### src/rtl/encoder_pkg.sv
// Shared constants and helpers for the registered priority encoder.
// Default build is 8 inputs and a 3-bit index.
package encoder_pkg;

    localparam int ENC_N_IN  = 8;
    localparam int ENC_OUT_W = 3;

    // True when two or more bits of vec are set.
    function automatic logic onehot_multi(input logic [ENC_N_IN-1:0] vec);
        return |(vec & (vec - {{(ENC_N_IN-1){1'b0}}, 1'b1}));
    endfunction

endpackage

### src/rtl/prio_enc_comb.sv
// Combinational priority encoder: winning-bit index, any-set and multi-set flags.
// Zero latency; no flow control, every input value maps to a defined output.
module prio_enc_comb
    import encoder_pkg::*;
#(
    parameter int N_IN         = ENC_N_IN,
    parameter bit MSB_PRIORITY = 1'b1,
    localparam int OUT_W       = $clog2(N_IN)
) (
    input  logic [N_IN-1:0]  d,
    output logic [OUT_W-1:0] idx,
    output logic             any,
    output logic             multi
);

    // Scan order decides the winner: the last set bit visited overwrites idx.
    always_comb begin
        idx = '0;
        if (MSB_PRIORITY) begin
            for (int i = 0; i < N_IN; i++) begin
                if (d[i]) idx = OUT_W'(i);
            end
        end else begin
            for (int i = N_IN - 1; i >= 0; i--) begin
                if (d[i]) idx = OUT_W'(i);
            end
        end
    end

    assign any = |d;

    generate
        if (N_IN == ENC_N_IN) begin : g_pkg_multi
            assign multi = onehot_multi(d);
        end else begin : g_gen_multi
            assign multi = |(d & (d - {{(N_IN-1){1'b0}}, 1'b1}));
        end
    endgenerate

endmodule

### src/rtl/encoder_8by3_sync.sv
// Registered priority encoder, one cycle from d to out/valid/multi_hot.
// en low holds all outputs; rst clears them asynchronously and overrides en.
module encoder_8by3_sync
    import encoder_pkg::*;
#(
    parameter int N_IN         = ENC_N_IN,
    parameter bit MSB_PRIORITY = 1'b1,
    localparam int OUT_W       = $clog2(N_IN)
) (
    input  logic             clk,
    input  logic             rst,
    input  logic             en,
    input  logic [N_IN-1:0]  d,
    output logic [OUT_W-1:0] out,
    output logic             valid,
    output logic             multi_hot
);

    logic [OUT_W-1:0] w_idx;
    logic             w_any;
    logic             w_multi;

    logic [OUT_W-1:0] r_out;
    logic             r_valid;
    logic             r_multi_hot;

    prio_enc_comb #(
        .N_IN         (N_IN),
        .MSB_PRIORITY (MSB_PRIORITY)
    ) u_prio_enc_comb (
        .d     (d),
        .idx   (w_idx),
        .any   (w_any),
        .multi (w_multi)
    );

    always_ff @(posedge clk or posedge rst) begin
        if (rst) begin
            r_out       <= '0;
            r_valid     <= 1'b0;
            r_multi_hot <= 1'b0;
        end else if (en) begin
            r_out       <= w_idx;
            r_valid     <= w_any;
            r_multi_hot <= w_multi;
        end
    end

    assign out       = r_out;
    assign valid     = r_valid;
    assign multi_hot = r_multi_hot;

endmodule

### config.mk
export PLATFORM = sky130hd
export DESIGN_NAME = encoder_8by3_sync
export DESIGN_NICKNAME = d
export VERILOG_FILES = /design/src/rtl/encoder_pkg.sv /design/src/rtl/prio_enc_comb.sv /design/src/rtl/encoder_8by3_sync.sv
export SDC_FILE = /design/constraint.sdc
export NUM_CORES = 1
export LEC_CHECK = 0
export ABC_AREA = 0
export CAP_MARGIN = 20
export CORE_AREA = 2 2 39 41
export CTS_BUF_LIST = sky130_fd_sc_hd__clkbuf_4 sky130_fd_sc_hd__clkbuf_8
export DETAILED_ROUTE_END_ITERATION = 7
export DIE_AREA = 0 0 41 43
export DONT_BUFFER_PORTS = 1
export MAX_ROUTING_LAYER = met4
export PLACE_DENSITY_LB_ADDON = 0.08
export SLEW_MARGIN = 10
export SYNTH_ARGS = -nofsm -noshare
export SYNTH_HDL_FRONTEND = slang
export SYNTH_SLANG_ARGS = --single-unit
### constraint.sdc
create_clock -name clk -period 1.1 [get_ports clk]
set_input_delay 0.11 -clock clk [delete_from_list [all_inputs] [get_ports clk]]
set_output_delay 0.11 -clock clk [all_outputs]
set_load 0.01 [all_outputs]
==> run_results.csv <==
group,metric,value,unit
yosys,synth.avg_cell_area,8.35,sq um
yosys,synth_seq_cells,5,
routing,wl_per_cell,13.0,microns
yosys,synth_warnings,0,
pwr,ir_worst_vdd,0.324,mV
sta,drv_slew,0,
worst_hold_path,min-delay-start,"en",
yosys,ys_types,15,
floorplan,die_h,43,microns
outcome,status,"finished, final reports clean",
routing,wirelength,730,microns
yosys,netlist_area,284,sq um
clocking,clockRootBuffer,"clkbuf_4",
global_routing,antenna_found_initial,0,
placed_design,place.gp.congestion,0.681,
worst_setup_path,r2r_end,"out[0]$_DFFE_PP0P_",
yosys,syn_inst,34,
worst_setup_path,critical_path_class,"flop to output port",
worst_setup_path,rr_worst_depth,2,
clocking,cts-resized-gates,0,
cells_and_area,nets,52,
global_routing,grtUsageTotal,10.8,%
sta,setup_viol,0,
routing,drc,0,
worst_setup_path,r2r_slack,0.39,ns
global_routing,grt_max_degree,8,
cells_and_area,multi_input_area,143,sq um
yosys,synth_area_leaders,"dfrtp_1 (44%), nor2_1 (9.3%), a31oi_1 (6.6%)",
sta,post-route-min-period,0.761,ns
routing,dr.pass1.iters,4,
floorplan,pin_count,16,
placed_design,hpwl,564,microns
clocking,cts_hold_buf,2,
worst_setup_path,cp_max_fo,2,
routing,postRouteAntennaNets,0,
yosys,yosysSeqAreaShare,44.1,%
flow_run,cap_viol_max_count,0,
cells_and_area,diodes,0,
clocking,cts_buffers,3,
cells_and_area,syn2layout_area_growth,25.6,%
cells_and_area,final_layout_size_suffix_gt1_share,12.5,%
sta,slew_headroom,71.7,%
yosys,yosys.area.top_type,"dfrtp_1",
worst_setup_path,cp_data_required_time,0.99,ns
global_routing,grt_pass1_vias,312,
worst_setup_path,setup.worst_path.start_class,"flop",
yosys,yosysMostFrequentCell,"nor2_1",
worst_hold_path,min_path_type,"input port to flop",
routing,drtIter0Drc,3,
sta,worst_pin_slew,0.420,ns
clocking,htreeDepth,1,
cells_and_area,n_fill_cell,159,
placed_design,io_buffers,0,
yosys,synth-main-ff-cell,"dfrtp_1",
routing,num_vias,277,
worst_setup_path,crit_arrival,0.65,ns
pwr,powerDensity,1350,mW/mm^2
floorplan,coreArea,0.00138,sq mm
worst_hold_path,min_to,"out[2]$_DFFE_PP0P_",
global_routing,grt_pass1_wl,1220,microns
clocking,clkLatencyLatePin,0.23,ns
sta,grt_setup_unrepaired,"false",
sta,hold_viol_final,0,
global_routing,overflow,0,
clocking,post-cts-setup-buffer-count,0,
worst_setup_path,r2r-start,"out[0]$_DFFE_PP0P_",
clocking,path_clk_slew,0.04,ns
worst_setup_path,end_kind,"output port",
cells_and_area,fin_util,25.8,%
worst_hold_path,holdPathStages,2,
sta,clock_skew,0,ns
floorplan,die_w,41,microns
pwr,p_leak,0.134,nW
cells_and_area,final_cell_area,357,sq um
yosys,syn_nets,45,
cells_and_area,register_area,125,sq um
floorplan,initial_core_util,20.5,%
clocking,clockBufferDepth,2,
placed_design,dpl_cell_area,307,sq um
floorplan,die_area,0.00176,sq mm
sta,fin_crit_sh,69.1,%
floorplan,num_rows,14,
yosys,async_reset_ff_share,100,%
sta,fin_setup_tns,0,ns
pwr,finalPower,0.000483,W
yosys,synth_top_area_share,44.1,%
routing,viasPerCell,4.95,
sta,max_freq,1.31,GHz
clocking,cts_sinks,5,
clocking,cts_tree,"yes",
yosys,synth_edf_count,0,
yosys,synth_top_cells_by_count,"nor2_1 (7), dfrtp_1 (5), a31oi_1 (3), inv_1 (3), o21ai_0 (3)",
==> stage by stage <==
stage | hold WS, ns | std cells | worst slack (ns)
floorplan | -0.111 | 34 | 0.283
global placement | -0.0902 | 50 | 0.244
detailed placement | -0.0855 | 50 | 0.191
CTS | 0.0225 | 56 | 0.327
global route | 0.0419 | 56 | 0.314
finish | 0.0316 | 56 | 0.339
==> cell families after synthesis <==
| family | synth area share (%) |
|---|---|
| compound gates | 29.5 |
| simple gates | 17.2 |
| flops | 44.1 |
| buf+inv | 5.72 |
| fa+ha+maj | 3.52 |
==> flip-flops by register name, summed over array words and instances, names as in the netlist <==
register,flops
out,3
valid,1
multi_hot,1
==> power breakdown <==
part	leakage (nW)	switching, W	internal [W]
logic	0.0669	0.0000206	0.0000236
registers	0.0484	0.0000136	0.000196
clock network	0.0184	0.0000681	0.000161
total	0.134	0.000102	0.000381
==> area by class of cell <==
cell class | instances | share of cell area [%]
multi-input cells | 25 | 40.0
inverters | 3 | 3.16
clock buffers | 4 | 8.42
flip-flops and latches | 5 | 35.1
well taps | 16 | 5.61
repair buffers | 3 | 7.72
==> layer usage <==
layer	GRT usage, %	vias up	share of wire, %
li1	-	135	-
met1	13.3	124	44
met2	13.8	18	41
met3	2.62	0	15
met4	10.0	0	0
met5	-	-	0
==> how the worst max path moves through the flow <==
stage,from,endpoint,slack [ns],cells past startpoint
3_5_place_dp,d[1],multi_hot$_DFFE_PP0P_,0.19,3
3_3_place_gp,d[3],multi_hot$_DFFE_PP0P_,0.24,3
5_1_grt,out[0]$_DFFE_PP0P_,out[0],0.31,0
4_1_cts,out[0]$_DFFE_PP0P_,out[0],0.33,0
6_report,out[0]$_DFFE_PP0P_,out[0],0.34,0
2_1_floorplan,d[3],multi_hot$_DFFE_PP0P_,0.28,3
==> cells in the final DEF, fill, tap and decap left out, types with 2 or more instances in the layout <==
cell type,count
clkbuf_4,4
a31oi_1,3
o21ai_0,3
a21oi_1,2
a211oi_1,2
nor4_1,2
dlygate4sd3_1,2
nor2_1,7
dfrtp_1,5
inv_1,3
No activity file was read; power rests on OpenSTA's default activity.
